$ cat src/rtl/branch_resolve_unit.sv
// ============================================================================
// Module   : branch_resolve_unit
// Purpose  : Holds in-flight fetch predictions, resolves them in EX, flushes
//            and redirects on mispredict, and trains the gshare BTB.
// Revision : 1.0  initial release
// ============================================================================
`default_nettype none

module branch_resolve_unit #(
    parameter int DEPTH  = 4,
    parameter int PTR_W  = 2,
    parameter int HIST_W = 5,
    parameter int CNT_W  = 32
) (
    input  logic              clk,
    input  logic              reset,
    input  logic              fetch_valid,
    input  logic [31:0]       fetch_pc,
    input  logic [31:0]       pred_pc,
    input  logic [HIST_W-1:0] pred_bhsr,
    output logic              fifo_full,
    input  logic              ex_valid,
    input  logic              ex_is_branch,
    input  logic              ex_is_jal,
    input  logic              ex_is_jalr,
    input  logic              ex_bcond,
    input  logic [31:0]       ex_pc_plus_imm,
    input  logic [31:0]       ex_reg_plus_imm,
    output logic              flush,
    output logic [31:0]       redirect_pc,
    output logic              upd_valid,
    output logic [31:0]       upd_pc,
    output logic [31:0]       upd_target,
    output logic [HIST_W-1:0] upd_bhsr,
    output logic              upd_taken,
    output logic [CNT_W-1:0]  resolve_count,
    output logic [CNT_W-1:0]  mispredict_count,
    output logic              err_overflow,
    output logic              err_underflow
);

    localparam logic [PTR_W:0] C_FULL_COUNT = (PTR_W+1)'(DEPTH);

    typedef enum logic [0:0] {
        ST_IDLE    = 1'b0,
        ST_RECOVER = 1'b1
    } state_t;

    state_t             state_q, state_d;
    logic [PTR_W-1:0]   rd_ptr_q, rd_ptr_d;
    logic [PTR_W-1:0]   wr_ptr_q, wr_ptr_d;
    logic [PTR_W:0]     count_q, count_d;

    logic [31:0]        pc_mem_q   [DEPTH];
    logic [31:0]        pred_mem_q [DEPTH];
    logic [HIST_W-1:0]  bhsr_mem_q [DEPTH];

    logic               flush_q, flush_d;
    logic [31:0]        redirect_q, redirect_d;
    logic               upd_valid_q, upd_valid_d;
    logic [31:0]        upd_pc_q, upd_pc_d;
    logic [31:0]        upd_target_q, upd_target_d;
    logic [HIST_W-1:0]  upd_bhsr_q, upd_bhsr_d;
    logic               upd_taken_q, upd_taken_d;
    logic [CNT_W-1:0]   resolve_q, resolve_d;
    logic [CNT_W-1:0]   mispred_cnt_q, mispred_cnt_d;
    logic               err_ov_q, err_ov_d;
    logic               err_uf_q, err_uf_d;

    logic               w_empty;
    logic               w_full;
    logic               w_is_ctrl;
    logic               w_taken;
    logic [31:0]        w_target;
    logic [31:0]        w_actual;
    logic [31:0]        w_head_pc;
    logic [31:0]        w_head_pred;
    logic               w_do_pop;
    logic               w_do_push;
    logic               w_mispredict;

    assign w_empty     = (count_q == '0);
    assign w_full      = (count_q == C_FULL_COUNT);
    assign w_head_pc   = pc_mem_q[rd_ptr_q];
    assign w_head_pred = pred_mem_q[rd_ptr_q];
    assign w_is_ctrl   = ex_is_branch | ex_is_jal | ex_is_jalr;
    assign w_taken     = (ex_is_branch & ex_bcond) | ex_is_jal | ex_is_jalr;
    assign w_target    = ex_is_jalr ? ex_reg_plus_imm : ex_pc_plus_imm;
    assign w_actual    = w_taken ? w_target : (w_head_pc + 32'd4);

    always_comb begin
        state_d       = state_q;
        rd_ptr_d      = rd_ptr_q;
        wr_ptr_d      = wr_ptr_q;
        count_d       = count_q;
        flush_d       = 1'b0;
        redirect_d    = redirect_q;
        upd_valid_d   = 1'b0;
        upd_pc_d      = upd_pc_q;
        upd_target_d  = upd_target_q;
        upd_bhsr_d    = upd_bhsr_q;
        upd_taken_d   = upd_taken_q;
        resolve_d     = resolve_q;
        mispred_cnt_d = mispred_cnt_q;
        err_ov_d      = err_ov_q;
        err_uf_d      = err_uf_q;
        w_do_pop      = 1'b0;
        w_do_push     = 1'b0;
        w_mispredict  = 1'b0;

        case (state_q)
            ST_IDLE: begin
                w_do_pop     = ex_valid & ~w_empty;
                w_mispredict = w_do_pop & (w_actual != w_head_pred);
                // A same-cycle pop frees the slot, so a push into a full FIFO is legal then.
                w_do_push    = fetch_valid & (~w_full | w_do_pop) & ~w_mispredict;

                if (ex_valid && w_empty) begin
                    err_uf_d = 1'b1;
                end
                if (fetch_valid && w_full && !w_do_pop) begin
                    err_ov_d = 1'b1;
                end

                if (w_do_pop) begin
                    upd_valid_d  = w_is_ctrl;
                    upd_pc_d     = w_head_pc;
                    upd_target_d = w_actual;
                    upd_bhsr_d   = bhsr_mem_q[rd_ptr_q];
                    upd_taken_d  = w_taken;
                    resolve_d    = resolve_q + CNT_W'(1);
                end

                if (w_mispredict) begin
                    flush_d       = 1'b1;
                    redirect_d    = w_actual;
                    mispred_cnt_d = mispred_cnt_q + CNT_W'(1);
                    rd_ptr_d      = '0;
                    wr_ptr_d      = '0;
                    count_d       = '0;
                    state_d       = ST_RECOVER;
                end else begin
                    if (w_do_pop) begin
                        rd_ptr_d = rd_ptr_q + PTR_W'(1);
                    end
                    if (w_do_push) begin
                        wr_ptr_d = wr_ptr_q + PTR_W'(1);
                    end
                    case ({w_do_push, w_do_pop})
                        2'b10:   count_d = count_q + (PTR_W+1)'(1);
                        2'b01:   count_d = count_q - (PTR_W+1)'(1);
                        default: count_d = count_q;
                    endcase
                end
            end

            // Wrong-path fetch/EX traffic is discarded while the flush propagates.
            ST_RECOVER: begin
                state_d = ST_IDLE;
            end

            default: begin
                state_d = ST_IDLE;
            end
        endcase
    end

    always_ff @(posedge clk) begin
        if (reset) begin
            state_q       <= ST_IDLE;
            rd_ptr_q      <= '0;
            wr_ptr_q      <= '0;
            count_q       <= '0;
            flush_q       <= 1'b0;
            redirect_q    <= '0;
            upd_valid_q   <= 1'b0;
            upd_pc_q      <= '0;
            upd_target_q  <= '0;
            upd_bhsr_q    <= '0;
            upd_taken_q   <= 1'b0;
            resolve_q     <= '0;
            mispred_cnt_q <= '0;
            err_ov_q      <= 1'b0;
            err_uf_q      <= 1'b0;
        end else begin
            state_q       <= state_d;
            rd_ptr_q      <= rd_ptr_d;
            wr_ptr_q      <= wr_ptr_d;
            count_q       <= count_d;
            flush_q       <= flush_d;
            redirect_q    <= redirect_d;
            upd_valid_q   <= upd_valid_d;
            upd_pc_q      <= upd_pc_d;
            upd_target_q  <= upd_target_d;
            upd_bhsr_q    <= upd_bhsr_d;
            upd_taken_q   <= upd_taken_d;
            resolve_q     <= resolve_d;
            mispred_cnt_q <= mispred_cnt_d;
            err_ov_q      <= err_ov_d;
            err_uf_q      <= err_uf_d;
        end
    end

    // Entry storage needs no reset: occupancy is governed by the pointers.
    always_ff @(posedge clk) begin
        if (!reset && w_do_push) begin
            pc_mem_q[wr_ptr_q]   <= fetch_pc;
            pred_mem_q[wr_ptr_q] <= pred_pc;
            bhsr_mem_q[wr_ptr_q] <= pred_bhsr;
        end
    end

    assign fifo_full        = w_full;
    assign flush            = flush_q;
    assign redirect_pc      = redirect_q;
    assign upd_valid        = upd_valid_q;
    assign upd_pc           = upd_pc_q;
    assign upd_target       = upd_target_q;
    assign upd_bhsr         = upd_bhsr_q;
    assign upd_taken        = upd_taken_q;
    assign resolve_count    = resolve_q;
    assign mispredict_count = mispred_cnt_q;
    assign err_overflow     = err_ov_q;
    assign err_underflow    = err_uf_q;

endmodule

`default_nettype wire

$ cat config.mk
export PLATFORM = sky130hd
export DESIGN_NAME = branch_resolve_unit
export DESIGN_NICKNAME = d
export VERILOG_FILES = /design/src/rtl/branch_resolve_unit.sv
export SDC_FILE = /design/constraint.sdc
export NUM_CORES = 1
export LEC_CHECK = 0
export CAP_MARGIN = 20
export CORE_UTILIZATION = 25
export DETAILED_ROUTE_END_ITERATION = 12
export GPL_TIMING_DRIVEN = 0
export HOLD_SLACK_MARGIN = 0.02
export PLACE_DENSITY = 0.53
export SLEW_MARGIN = 15
export SYNTH_ARGS = -nofsm -noshare
export SYNTH_HDL_FRONTEND = slang
export SYNTH_SLANG_ARGS = --single-unit
export TNS_END_PERCENT = 10
$ cat constraint.sdc
create_clock -name clk -period 11.75 [get_ports clk]
set_input_delay 1.175 -clock clk [delete_from_list [all_inputs] [get_ports clk]]
set_output_delay 1.175 -clock clk [all_outputs]
set_load 0.01 [all_outputs]
==> Word-level counts from Yosys, hierarchy flattened <==
Memories as Yosys holds them, arrays and structs flattened. A register that Yosys moved wholly into a read port is not among the register bits.
Cells that the tools add are included.
{ "totals": {"ff_bits": 173, "mem_bits_rw": 276, "in_bits": 141, "out_inout_bits": 171, "word_cells": 79, "mem_count": 3} }
{ "op_classes": {"addsub": 7, "eq_ne": 4, "muxes": 17, "n_bitwise": 15, "n_reduce_logical": 19} }
{ "mem_list": {"columns": ["memory", "words", "word_bits", "read_ports", "rd_clocked_by_memory_dff", "wr", "line_no", "text"], "rows": [
  ["pc_mem_q", 4, 32, 1, 1, 1, "54", "logic [31:0] pc_mem_q [DEPTH];"],
  ["pred_mem_q", 4, 32, 1, 1, 1, "55", "logic [31:0] pred_mem_q [DEPTH];"],
  ["bhsr_mem_q", 4, 5, 1, 1, 1, "56", "logic [HIST_W-1:0] bhsr_mem_q [DEPTH];"]
]} }
{ "op_table": {"columns": ["cell", "count"], "rows": [
  ["adder 32 x 1 -> 32 bit (second input constant)", 2],
  ["two-way mux 32 bit", 2],
  ["adder 32 x 3 -> 32 bit (second input constant)", 1],
  ["inequality test 32 bit", 1],
  ["two-way mux 2 bit", 8],
  ["AND reduction 2 bit", 7],
  ["case mux 3 bit (2 select lines)", 1],
  ["bitwise AND 1 bit", 5],
  ["inverter 1 bit", 5],
  ["OR 1 bit", 5],
  ["adder 2 x 1 -> 2 bit (second input constant)", 2],
  ["logical AND 1 bit", 4],
  ["two-way mux 1 bit", 4],
  ["nonzero test 2 bit", 2],
  ["adder 3 x 1 -> 3 bit (second input constant)", 1],
  ["== test 3 bit (second input constant)", 1],
  ["zero test 3 bit", 1],
  ["two-way mux 3 bit", 1],
  ["nonzero test 3 bit", 1],
  ["OR reduction 3 bit", 1],
  ["subtractor 3 x 1 -> 3 bit (second input constant)", 1],
  ["== test 2 x 1 -> 1 bit (second input constant)", 1],
  ["== test 2 bit (second input constant)", 1],
  ["zero test 1 bit", 2],
  ["2 further kinds", 2]
]} }

==> Depth between registers and ports, before layout <==
Gate-level depths: netlist (run 1).
{ "logic_depth": {"depth_word": 12, "ltp_mapped": 22, "depth_no_buf": 17} }

==> Least setup slack after synthesis (run 1) <==
Ideal clock, no wire load.
{ "synth_path": {"path_type": "input to register", "start": "input ex_is_jalr", "end": "memory bhsr_mem_q[0][0], enable pin", "setup_time_ns": 0.435, "t_arrival_ns": 6.389, "t_required_ns": 11.315, "slack_ns": 4.927, "path_stages": 12, "n_path_buf": 2, "path_cell_list": "clkbuf_1 a211oi_1 and2_0 a41oi_1 and2_0 a311o_1 or3b_1 or4_4 or4_4 buf_6 a2111oi_4 and2_1"} }
{ "synth_between": {"elab_chain_cells": 10, "elab_cells_between_ends": 11, "classes_between": "eq/ne: 1; mux: 5; bitwise: 4; reduce/logical: 1"} }
{ "synth_rtl": {"columns": ["item", "line_no", "text"], "rows": [
  ["from (decl)", "25", "input logic ex_is_jalr,"],
  ["two-way mux 32 bit / OR 1 bit (equally long branches)", "88, 87", null],
  ["two-way mux 32 bit (*)", "89", "assign w_actual = w_taken ? w_target : (w_head_pc + 32'd4);"],
  ["inequality test 32 bit (*)", "114", "w_mispredict = w_do_pop & (w_actual != w_head_pred);"],
  ["bitwise AND 1 bit (*)", "114", null],
  ["inverter 1 bit (*)", "116", "w_do_push = fetch_valid & (~w_full | w_do_pop) & ~w_mispredict;"],
  ["bitwise AND 1 bit (*)", "116", null],
  ["two-way mux 1 bit (*)", "111", "case (state_q)"],
  ["logical AND 1 bit (*)", "206", "if (!reset && w_do_push) begin"],
  ["two-way mux 1 bit (*)", "206", null],
  ["two-way mux 1 bit (implied by the code) (*)", "209", "bhsr_mem_q[wr_ptr_q] <= pred_bhsr;"],
  ["to (decl)", "56", null]
]} }
Every way passes the cells marked *; elsewhere a longest branch is shown, timed or not.

==> Worst setup path in the final report (run 1) <==
{ "layout_path": {"start": "input ex_is_jalr", "end": "register count_q[2]"} }
{ "layout_between": {"elab_chain_cells": 9, "elab_cells_between_ends": 13, "classes_between": "eq/ne: 3; mux: 4; bitwise: 4; reduce/logical: 2"} }
{ "layout_rtl": {"columns": ["item", "line_no", "text"], "rows": [
  ["two-way mux 32 bit / OR 1 bit (equally long branches)", "88, 87", null],
  ["two-way mux 32 bit (*)", "89", null],
  ["inequality test 32 bit (*)", "114", null],
  ["bitwise AND 1 bit (*)", "114", null],
  ["inverter 1 bit", "116", null],
  ["bitwise AND 1 bit", "116", null],
  ["== test 2 x 1 -> 1 bit / == test 2 bit (equally long branches)", "149", "case ({w_do_push, w_do_pop})"],
  ["case mux 3 bit (2 select lines) / nonzero test 3 bit (equally long branches)", null, null],
  ["two-way mux 3 bit / AND reduction 2 bit (equally long branches)", null, null],
  ["to (signal assigned)", "189", "count_q <= count_d;"],
  ["to (decl)", "52", "logic [PTR_W:0] count_q, count_d;"]
]} }
Marks and branches as above.
A chain may end at the register's enable or synchronous reset.

==> results of run 1 <==
synth_stat cells (7+ instances only):
cell	instances
sky130_fd_sc_hd__nand2_1	161
sky130_fd_sc_hd__a21oi_1	142
sky130_fd_sc_hd__inv_1	18
sky130_fd_sc_hd__buf_2	15
sky130_fd_sc_hd__nand3_1	42
sky130_fd_sc_hd__and2_1	13
sky130_fd_sc_hd__edfxtp_1	276
sky130_fd_sc_hd__buf_1	11
sky130_fd_sc_hd__ha_1	7
sky130_fd_sc_hd__nand2b_1	14
sky130_fd_sc_hd__xor2_1	40
sky130_fd_sc_hd__or3_1	34
sky130_fd_sc_hd__and4_1	9
sky130_fd_sc_hd__a211oi_1	13
sky130_fd_sc_hd__clkbuf_1	67
sky130_fd_sc_hd__mux2i_1	27
sky130_fd_sc_hd__and3_1	18
sky130_fd_sc_hd__nand4_1	27
sky130_fd_sc_hd__xnor2_1	20
sky130_fd_sc_hd__nor3_1	16
sky130_fd_sc_hd__nor4_1	17
sky130_fd_sc_hd__o31ai_1	36
sky130_fd_sc_hd__or4_1	34
sky130_fd_sc_hd__mux4_2	66
sky130_fd_sc_hd__o21ai_0	41
sky130_fd_sc_hd__dfxtp_1	179
sky130_fd_sc_hd__mux2_2	9
sky130_fd_sc_hd__nor2_1	121
power groups by stage:
stage	registers (uW)	clock network, uW	logic, uW
global placement	1850	0	526
floorplan	1860	0	227
CTS	1810	1560	546
global route	1820	1620	581
detailed placement	1850	0	544
finish	1810	1530	543
per-stage QoR:
step | std cells | total power (uW) | hold WS, ns | setup slack, ns | instance area, sq um
after floorplan | 1586 | 2080 | 0.462 | 4.93 | 19600
after global placement | 2936 | 2380 | 0.449 | 1.02 | 24000
after detailed placement | 2945 | 2390 | 0.451 | 3.75 | 24200
after CTS | 3034 | 3920 | 0.460 | 4.38 | 25800
after global routing | 3035 | 4020 | 0.477 | 4.04 | 25800
final | 3038 | 3880 | 0.458 | 4.36 | 25800
layer usage:
layer	track usage	vias to the layer above
li1	-	6747
met1	0.235	7434
met2	0.294	626
met3	0.0368	67
met4	0.0383	4
met5	0	-
worst min-delay path by stage:
stage / start / to
CTS: upd_bhsr[0] / upd_bhsr[0]
floorplan: wr_ptr_q[1] / wr_ptr_q[1]
finish: upd_target[21] / upd_target[21]
detailed placement: upd_pc[4] / upd_pc[4]
global route: upd_pc[28] / upd_pc[28]
global placement: upd_bhsr[0] / upd_bhsr[0]
registers in the layout, summed over array words and instances (netlist names), 3 cells and up, named ones only:
register          cells
pc_mem_q            128
upd_target           32
pred_mem_q          128
upd_bhsr              5
bhsr_mem_q           20
mispredict_count     32
resolve_count        32
redirect_pc          32
upd_pc               32
count_q               3
layout make-up:
type                       instances  area (sq um)  share of cell area
sequential                       455         11900               0.461
multi-input combinational       1010          7170               0.278
timing repair buffer             319          3300               0.128
clock buffer                      68          1350              0.0523
tap                             1040          1300              0.0505
buffer                           103           487              0.0189
clock inverter                    21           216             0.00840
inverter                          18          67.6             0.00262
antenna                            4          10.0            0.000388
logic make-up after synthesis:
kind of cell	share of synthesized area
fa+ha+maj	0.00550
mux	0.0996
compound gates	0.0899
buf+inv	0.0283
xor+xnor	0.0268
flops	0.606
simple gates	0.144
worst min-delay path, stage by stage (launching register included):
cell and delay [ns]:
sky130_fd_sc_hd__dfxtp_1 0.31, sky130_fd_sc_hd__nand2_1 0.05, sky130_fd_sc_hd__a21oi_1 0.05
placed cells by master, fill, tap and decap left out, types with 7 or more instances in the layout:
cell type and instances:
sky130_fd_sc_hd__clkinv_2 12, sky130_fd_sc_hd__o31ai_1 36, sky130_fd_sc_hd__and3_1 18, sky130_fd_sc_hd__clkbuf_1 81
sky130_fd_sc_hd__a211oi_1 12, sky130_fd_sc_hd__buf_2 15, sky130_fd_sc_hd__clkbuf_16 49, sky130_fd_sc_hd__dfxtp_1 179
sky130_fd_sc_hd__nand3_1 42, sky130_fd_sc_hd__and2_1 9, sky130_fd_sc_hd__nor3_1 16, sky130_fd_sc_hd__or4_1 34
sky130_fd_sc_hd__and4_1 9, sky130_fd_sc_hd__mux2i_1 27, sky130_fd_sc_hd__mux2_2 9, sky130_fd_sc_hd__clkdlybuf4s50_1 310
sky130_fd_sc_hd__nand4_1 27, sky130_fd_sc_hd__nor2_1 121, sky130_fd_sc_hd__buf_1 11, sky130_fd_sc_hd__xnor2_1 20
sky130_fd_sc_hd__or3_1 34, sky130_fd_sc_hd__xor2_1 40, sky130_fd_sc_hd__a21oi_1 142, sky130_fd_sc_hd__o21ai_0 41
sky130_fd_sc_hd__ha_1 7, sky130_fd_sc_hd__edfxtp_1 276, sky130_fd_sc_hd__nand2b_1 14, sky130_fd_sc_hd__inv_1 18
sky130_fd_sc_hd__nor4_1 17, sky130_fd_sc_hd__nand2_1 161, sky130_fd_sc_hd__mux4_2 66
==> flow_summary.html, run 1 <==
<table>
<tr><th>Metric</th><th>Value</th></tr>
<tr><th colspan="2">Power</th></tr>
<tr><td>Pleak</td><td>0.00824 uW</td></tr>
<tr><td>Combinational share of power</td><td>0.140</td></tr>
<tr><td>Worst vdd rail ir drop</td><td>93.5 uV</td></tr>
<tr><td>Internal power summed over all cells</td><td>2880 uW</td></tr>
<tr><td>Psw</td><td>1010 uW</td></tr>
<tr><td>Net Sw Frac</td><td>0.259</td></tr>
<tr><td>Clock power frac</td><td>0.393</td></tr>
<tr><td>Sequential share of power</td><td>0.467</td></tr>
<tr><td>Ratio of total power to cell area</td><td>151 mW/mm^2</td></tr>
<tr><th colspan="2">Critical path</th></tr>
<tr><td>Number of cells on the critical path</td><td>19</td></tr>
<tr><td>Reg2reg end</td><td>count_q[2]</td></tr>
<tr><td>Timing startpoint of the critical path</td><td>ex_is_jalr</td></tr>
<tr><td>Crit path kind</td><td>in2reg</td></tr>
<tr><td>Startpoint kind of the worst setup timing path</td><td>input port</td></tr>
<tr><td>Worst Path Required</td><td>12.19 ns</td></tr>
<tr><td>Worst path bufs/invs</td><td>6</td></tr>
<tr><td>Top fanout value on the critical path</td><td>10</td></tr>
<tr><td>CP Capture Point</td><td>count_q[2]</td></tr>
<tr><td>Critical-path cell list</td><td>clkbuf_1 -&gt; clkbuf_1 -&gt; buf_1 -&gt; buf_2 -&gt; buf_2 -&gt; mux2i_1 -&gt; nor2_1 -&gt; a31oi_1 -&gt; xor2_1 -&gt; nand4_1 -&gt; nor4_4 -&gt; clkbuf_1 -&gt; a21oi_1 -&gt; fa_1 -&gt; o22a_1 -&gt; o21ai_0 -&gt; o41ai_1 -&gt; nand2_1 -&gt; a31oi_1</td></tr>
<tr><td>CP endpoint kind</td><td>register</td></tr>
<tr><td>Critical Path Max Stage Delay</td><td>0.68 ns</td></tr>
<tr><td>Crit path DAT</td><td>7.83 ns</td></tr>
<tr><td>Minimum setup slack among reg-to-reg paths</td><td>4.89 ns</td></tr>
<tr><td>Critical path's top delay family</td><td>buffers and inverters</td></tr>
<tr><td>Depth of the worst register-to-register path</td><td>21</td></tr>
<tr><td>Most common cell type on the critical path</td><td>sky130_fd_sc_hd__clkbuf_1</td></tr>
<tr><td>Slowest cell on the critical path</td><td>sky130_fd_sc_hd__buf_2</td></tr>
<tr><th colspan="2">Drt</th></tr>
<tr><td>Antenna violation net count after detailed routing</td><td>0</td></tr>
<tr><td>Remaining routing DRC violations</td><td>0</td></tr>
<tr><td>Top Layer Used</td><td>met5</td></tr>
<tr><td>Detailed-routing iteration count for the pre-antenna-repair pass</td><td>5</td></tr>
<tr><td>Post-detailed-routing wire length</td><td>71.3 mm</td></tr>
<tr><td>Starting DRC count in detailed routing</td><td>1262</td></tr>
<tr><td>Detailed-routed wire length on met2</td><td>34.0 mm</td></tr>
<tr><td>Detailed-routing wirelength on met1</td><td>30.6 mm</td></tr>
<tr><td>Length of routed met3 wiring</td><td>5.56 mm</td></tr>
<tr><td>Per-cell routed wire length</td><td>23.5 microns</td></tr>
<tr><td>Vias/cell</td><td>4.90</td></tr>
<tr><td>Vias</td><td>14900</td></tr>
<tr><th colspan="2">STA</th></tr>
<tr><td>Transition time at the pin with the least slew margin</td><td>1.05 ns</td></tr>
<tr><td>Aggregate negative setup slack</td><td>0 ns</td></tr>
<tr><td>Clock period minus final worst setup slack</td><td>7.39 ns</td></tr>
<tr><td>Crit share post-route</td><td>0.629</td></tr>
<tr><td>Final setup violating endpoints</td><td>0</td></tr>
<tr><td>Slew Limit Fails</td><td>0</td></tr>
<tr><td>Maximum frequency from static timing analysis</td><td>135 MHz</td></tr>
<tr><td>Number of hold violations in the final report</td><td>0</td></tr>
<tr><td>Worst slew slack as a fraction of its limit</td><td>0.294</td></tr>
<tr><td>RSZ-0062 raised after global routing</td><td>false</td></tr>
<tr><td>Worst Clk Skew</td><td>0.0193 ns</td></tr>
<tr><th colspan="2">Placed design</th></tr>
<tr><td>Quantity of I/O buffers inserted on ports</td><td>310</td></tr>
<tr><td>Final GP Congestion</td><td>0.887</td></tr>
<tr><td>Half-perimeter wire length of the detailed placement result</td><td>54.5 mm</td></tr>
<tr><th colspan="2">Clocking</th></tr>
<tr><td>Count of hold buffers inserted by post-cts repair</td><td>0</td></tr>
<tr><td>Library cell used as clock root buffer</td><td>sky130_fd_sc_hd__clkbuf_16</td></tr>
<tr><td>Clock Tree Buf Depth</td><td>3</td></tr>
<tr><td>Clock-pin slew of the registers on the worst-case setup and hold paths</td><td>0.06 ns</td></tr>
<tr><td>CTS resizes</td><td>0</td></tr>
<tr><td>Setup bufs post-CTS</td><td>0</td></tr>
<tr><td>Clock buffer count from CTS</td><td>48</td></tr>
<tr><td>Clock tree from TritonCTS</td><td>yes</td></tr>
<tr><td>Insertion delay to the later sink of the worst-skew pair</td><td>0.60 ns</td></tr>
<tr><td>CTS HTree Levels</td><td>2</td></tr>
<tr><td>CTS sink count</td><td>455</td></tr>
<tr><th colspan="2">Logic synthesis</th></tr>
<tr><td>Yosys synthesis warning count</td><td>0</td></tr>
<tr><td>Synthesized area</td><td>0.0196 sq mm</td></tr>
<tr><td>Seq cells post-synth</td><td>455</td></tr>
<tr><td>Synth unique cells</td><td>77</td></tr>
<tr><td>Fraction of synthesized cell area taken by the top area cell type</td><td>0.423</td></tr>
<tr><td>Proportion of synthesized chip area in sequential cells</td><td>0.606</td></tr>
<tr><td>Post-Synthesis Cells</td><td>1586</td></tr>
<tr><td>Syn nets</td><td>1735</td></tr>
<tr><td>Main synth FF type</td><td>sky130_fd_sc_hd__edfxtp_1</td></tr>
<tr><td>Asr flop ratio synth</td><td>0</td></tr>
<tr><td>Mean Syn Cell Area</td><td>12.3 sq um</td></tr>
<tr><td>Cell types with the largest area share after synthesis</td><td>sky130_fd_sc_hd__edfxtp_1 (42%), sky130_fd_sc_hd__dfxtp_1 (18%), sky130_fd_sc_hd__mux4_2 (7.6%)</td></tr>
<tr><td>Leading area contributor after synthesis</td><td>sky130_fd_sc_hd__edfxtp_1</td></tr>
<tr><td>Number of flops mapped to enable cells by yosys</td><td>276</td></tr>
<tr><th colspan="2">Finish</th></tr>
<tr><td>Nets</td><td>2104</td></tr>
<tr><td># fillers</td><td>7739</td></tr>
<tr><td>Area added between synthesis and finish</td><td>31.6%</td></tr>
<tr><td>Fraction of final layout cells sized beyond drive strength 1</td><td>0.104</td></tr>
<tr><td>Utilization after layout</td><td>0.333</td></tr>
<tr><th colspan="2">Global route</th></tr>
<tr><td>Number of global-route vias before repair</td><td>14700</td></tr>
<tr><td>Antenna violations before repair</td><td>5</td></tr>
<tr><td>Global-route usage over all layers</td><td>0.177</td></tr>
<tr><td>Global-route wire length before repair</td><td>101 mm</td></tr>
<tr><td>Global route overflow</td><td>0</td></tr>
<tr><td>Largest net degree at the start of global routing</td><td>42</td></tr>
<tr><th colspan="2">Floorplanning</th></tr>
<tr><td>Die ar.</td><td>0.0794 sq mm</td></tr>
<tr><td>Rows</td><td>102</td></tr>
<tr><td>Die boundary width</td><td>282 microns</td></tr>
<tr><td>Die Height</td><td>282 microns</td></tr>
<tr><td>Floorplan Core Area</td><td>0.0775 sq mm</td></tr>
<tr><td>Initial Utilization</td><td>0.253</td></tr>
<tr><td>Number of top-level pins</td><td>312</td></tr>
<tr><th colspan="2">Outcome</th></tr>
<tr><td>Status</td><td>finished clean</td></tr>
<tr><th colspan="2">Min path</th></tr>
<tr><td>Worst min path class</td><td>reg2reg</td></tr>
<tr><td>Worst Hold Depth</td><td>2</td></tr>
<tr><th colspan="2">Flow run</th></tr>
<tr><td>Maximum capacitance violations</td><td>0</td></tr>
</table>
Note: power is estimated with default switching activity, not from simulation.
==> inputs of run 2 (changes only) <==
PLACE_DENSITY = 0.55   (was 0.53)
clock period = 6.3 ns   (was 11.75 ns; I/O delays follow)
==> flow_summary.html, run 2 (synthesis gave the netlist of run 1 again) <==
<table>
<tr><th>Metric</th><th>Value</th></tr>
<tr><th colspan="2">Outcome</th></tr>
<tr><td>Status</td><td>finished clean</td></tr>
<tr><th colspan="2">Clocking</th></tr>
<tr><td>Clock Tree Buf Depth</td><td>3</td></tr>
<tr><td>Count of hold buffers inserted by post-cts repair</td><td>0</td></tr>
<tr><td>CTS HTree Levels</td><td>2</td></tr>
<tr><td>Clock tree from TritonCTS</td><td>yes</td></tr>
<tr><td>Insertion delay to the later sink of the worst-skew pair</td><td>0.60 ns</td></tr>
<tr><td>CTS sink count</td><td>455</td></tr>
<tr><td>Clock buffer count from CTS</td><td>46</td></tr>
<tr><td>Library cell used as clock root buffer</td><td>sky130_fd_sc_hd__clkbuf_16</td></tr>
<tr><td>Clock-pin slew of the registers on the worst-case setup and hold paths</td><td>0.07 ns</td></tr>
<tr><th colspan="2">Placed design</th></tr>
<tr><td>Quantity of I/O buffers inserted on ports</td><td>310</td></tr>
<tr><td>Final GP Congestion</td><td>0.883</td></tr>
<tr><td>Placed Instances</td><td>2941</td></tr>
<tr><td>Half-perimeter wire length of the detailed placement result</td><td>54.6 mm</td></tr>
<tr><th colspan="2">Drt</th></tr>
<tr><td>Starting DRC count in detailed routing</td><td>1528</td></tr>
<tr><td>Antenna violation net count after detailed routing</td><td>0</td></tr>
<tr><td>Post-detailed-routing wire length</td><td>73.2 mm</td></tr>
<tr><td>Detailed-routing wirelength on met1</td><td>31.7 mm</td></tr>
<tr><td>Length of routed met3 wiring</td><td>5.42 mm</td></tr>
<tr><td>Remaining routing DRC violations</td><td>0</td></tr>
<tr><td>Vias/cell</td><td>4.92</td></tr>
<tr><td>Per-cell routed wire length</td><td>24.1 microns</td></tr>
<tr><td>Detailed-routing iteration count for the pre-antenna-repair pass</td><td>6</td></tr>
<tr><td>Top Layer Used</td><td>met5</td></tr>
<tr><td>Detailed-routed wire length on met2</td><td>35.1 mm</td></tr>
<tr><td>Vias</td><td>15000</td></tr>
<tr><th colspan="2">Finish</th></tr>
<tr><td>Fraction of final layout cells sized beyond drive strength 1</td><td>0.118</td></tr>
<tr><td>Leading registers by flop count</td><td>pc_mem_q: 128 flops, pred_mem_q: 128 flops</td></tr>
<tr><td>Nets</td><td>2107</td></tr>
<tr><td>Commonest cells after routing, fill and taps aside</td><td>sky130_fd_sc_hd__clkdlybuf4s50_1 (310), sky130_fd_sc_hd__edfxtp_1 (276), sky130_fd_sc_hd__dfxtp_1 (179), sky130_fd_sc_hd__nand2_1 (161), sky130_fd_sc_hd__a21oi_1 (142)</td></tr>
<tr><td>Post-Layout Cell Count</td><td>3038</td></tr>
<tr><td>Leading cell type in the layout, fill and taps excluded</td><td>sky130_fd_sc_hd__clkdlybuf4s50_1</td></tr>
<tr><td>Area added between synthesis and finish</td><td>32.3%</td></tr>
<tr><th colspan="2">Floorplanning</th></tr>
<tr><td>Rows</td><td>102</td></tr>
<tr><td>Number of top-level pins</td><td>312</td></tr>
<tr><td>Die boundary width</td><td>282 microns</td></tr>
<tr><td>Die Height</td><td>282 microns</td></tr>
<tr><td>Initial Utilization</td><td>0.253</td></tr>
<tr><td>Die ar.</td><td>0.0794 sq mm</td></tr>
<tr><td>Floorplan Core Area</td><td>0.0775 sq mm</td></tr>
<tr><th colspan="2">STA</th></tr>
<tr><td>RSZ-0062 raised after global routing</td><td>false</td></tr>
<tr><td>Maximum frequency from static timing analysis</td><td>162 MHz</td></tr>
<tr><td>Number of hold violations in the final report</td><td>0</td></tr>
<tr><td>Worst slew slack as a fraction of its limit</td><td>0.306</td></tr>
<tr><td>Final setup violating endpoints</td><td>0</td></tr>
<tr><td>Worst Clk Skew</td><td>0.0327 ns</td></tr>
<tr><td>Transition time at the pin with the least slew margin</td><td>1.04 ns</td></tr>
<tr><td>Slew Limit Fails</td><td>0</td></tr>
<tr><td>Clock period minus final worst setup slack</td><td>6.16 ns</td></tr>
<tr><td>Crit share post-route</td><td>0.977</td></tr>
<tr><th colspan="2">Min path</th></tr>
<tr><td>Worst min path class</td><td>reg2reg</td></tr>
<tr><th colspan="2">Critical path</th></tr>
<tr><td>CP Capture Point</td><td>pc_mem_q[3][19]</td></tr>
<tr><td>Crit path kind</td><td>reg2reg</td></tr>
<tr><td>Worst Path Required</td><td>6.56 ns</td></tr>
<tr><td>CP endpoint kind</td><td>register</td></tr>
<tr><td>Top fanout value on the critical path</td><td>40</td></tr>
<tr><td>Minimum setup slack among reg-to-reg paths</td><td>0.14 ns</td></tr>
<tr><td>Reg2reg end</td><td>pc_mem_q[3][19]</td></tr>
<tr><td>Startpoint kind of the worst setup timing path</td><td>register</td></tr>
<tr><td>Crit path DAT</td><td>6.42 ns</td></tr>
<tr><td>Depth of the worst register-to-register path</td><td>16</td></tr>
<tr><th colspan="2">Power</th></tr>
<tr><td>Ratio of total power to cell area</td><td>284 mW/mm^2</td></tr>
<tr><td>Overall power consumption</td><td>7350 uW</td></tr>
<tr><td>Psw</td><td>1900 uW</td></tr>
<tr><td>Internal power summed over all cells</td><td>5440 uW</td></tr>
<tr><td>Pleak</td><td>0.00832 uW</td></tr>
<tr><td>Worst vdd rail ir drop</td><td>162 uV</td></tr>
<tr><td>Clock power frac</td><td>0.399</td></tr>
<tr><td>Sequential share of power</td><td>0.460</td></tr>
<tr><td>Net Sw Frac</td><td>0.259</td></tr>
<tr><td>Combinational share of power</td><td>0.141</td></tr>
<tr><th colspan="2">Flow run</th></tr>
<tr><td>Maximum capacitance violations</td><td>0</td></tr>
<tr><th colspan="2">Global route</th></tr>
<tr><td>Global-route wire length before repair</td><td>102 mm</td></tr>
<tr><td>Number of global-route vias before repair</td><td>14500</td></tr>
<tr><td>Global-route usage over all layers</td><td>0.180</td></tr>
<tr><td>Antenna violations before repair</td><td>9</td></tr>
<tr><td>Global route overflow</td><td>0</td></tr>
<tr><td>Largest net degree at the start of global routing</td><td>41</td></tr>
</table>
run 2: changes by cell type in the layout (fill, tap and decap cells not counted), sizes merged:
cell / before / now
and2: 15 / 19
clkbuf: 135 / 141
clkinvlp: 0 / 1
clkinv: 16 / 9
inv: 19 / 20
bufinv: 4 / 1
diode: 4 / 2
run 2: final cells by class:
cell class / count / area [sq um]
diodes: 2 / 5.00
plain buffers: 103 / 503
clock buffers: 73 / 1550
clock inverters: 13 / 97.6
fillers: 7752 / 51600
inverters: 18 / 67.6
multi-input cells: 1014 / 7250
flip-flops and latches: 455 / 11900
well taps: 1040 / 1300
repair buffers: 320 / 3270
run 2: stage by stage:
step	setup slack (ns)	setup TNS (ns)	util	hold WS [ns]	area (sq um)
2_1_floorplan	0.0216	0	-	0.462	19600
3_3_place_gp	-3.78	-1084.03	0.310	0.449	24000
3_5_place_dp	-1.55	-401.60	0.311	0.450	24100
4_1_cts	-0.0208	-0.680	0.334	0.459	25900
5_1_grt	0.0101	0	0.334	0.480	25900
6_report	0.145	0	0.334	0.457	25900
run 2: worst min-delay path by stage:
stage	startpoint	end	slack [ns]	depth (start not counted)
floorplan	wr_ptr_q[1]	wr_ptr_q[1]	0.46	2
global placement	upd_bhsr[1]	upd_bhsr[1]	0.45	2
detailed placement	upd_bhsr[1]	upd_bhsr[1]	0.45	2
CTS	upd_bhsr[1]	upd_bhsr[1]	0.46	2
global route	upd_pc[30]	upd_pc[30]	0.48	2
finish	upd_bhsr[1]	upd_bhsr[1]	0.46	2
run 2: power groups by stage:
| stage | Combinational, uW | Sequential [uW] | Clock, uW |
|---|---|---|---|
| after global routing | 1100 | 3390 | 3110 |
| final | 1030 | 3380 | 2930 |
| after global placement | 985 | 3450 | 0 |
| after floorplan | 423 | 3460 | 0 |
| after CTS | 1030 | 3380 | 3000 |
| after detailed placement | 1010 | 3440 | 0 |
run 2: timing repair:
item                       4_1_cts  5_1_grt
hold endpoints to repair         0        0
pin swaps                        6        1
setup endpoints to repair      314      232
setup buffers                    2        3
cloned                           4        0
resized for setup               15        6
run 2: worst max-delay path: stages (launching register included):
cell	delay [ns]
sky130_fd_sc_hd__dfxtp_1	0.45
sky130_fd_sc_hd__buf_4	0.27
sky130_fd_sc_hd__mux4_2	0.21
sky130_fd_sc_hd__buf_2	0.26
sky130_fd_sc_hd__ha_1	0.35
sky130_fd_sc_hd__nand4_1	0.36
sky130_fd_sc_hd__or4_4	0.65
sky130_fd_sc_hd__or4_1	0.48
sky130_fd_sc_hd__a31oi_4	0.32
sky130_fd_sc_hd__xor2_1	0.18
sky130_fd_sc_hd__nand4_1	0.29
sky130_fd_sc_hd__or4_4	0.51
sky130_fd_sc_hd__buf_6	0.18
sky130_fd_sc_hd__a2111oi_4	0.36
sky130_fd_sc_hd__buf_4	0.22
sky130_fd_sc_hd__and2_4	0.36
sky130_fd_sc_hd__buf_16	0.29
run 2: per-layer routing:
metal	up-vias	track usage
met2	638	0.304
met3	84	0.0348
met5	-	0
met4	10	0.0327
met1	7467	0.239
li1	6759	-
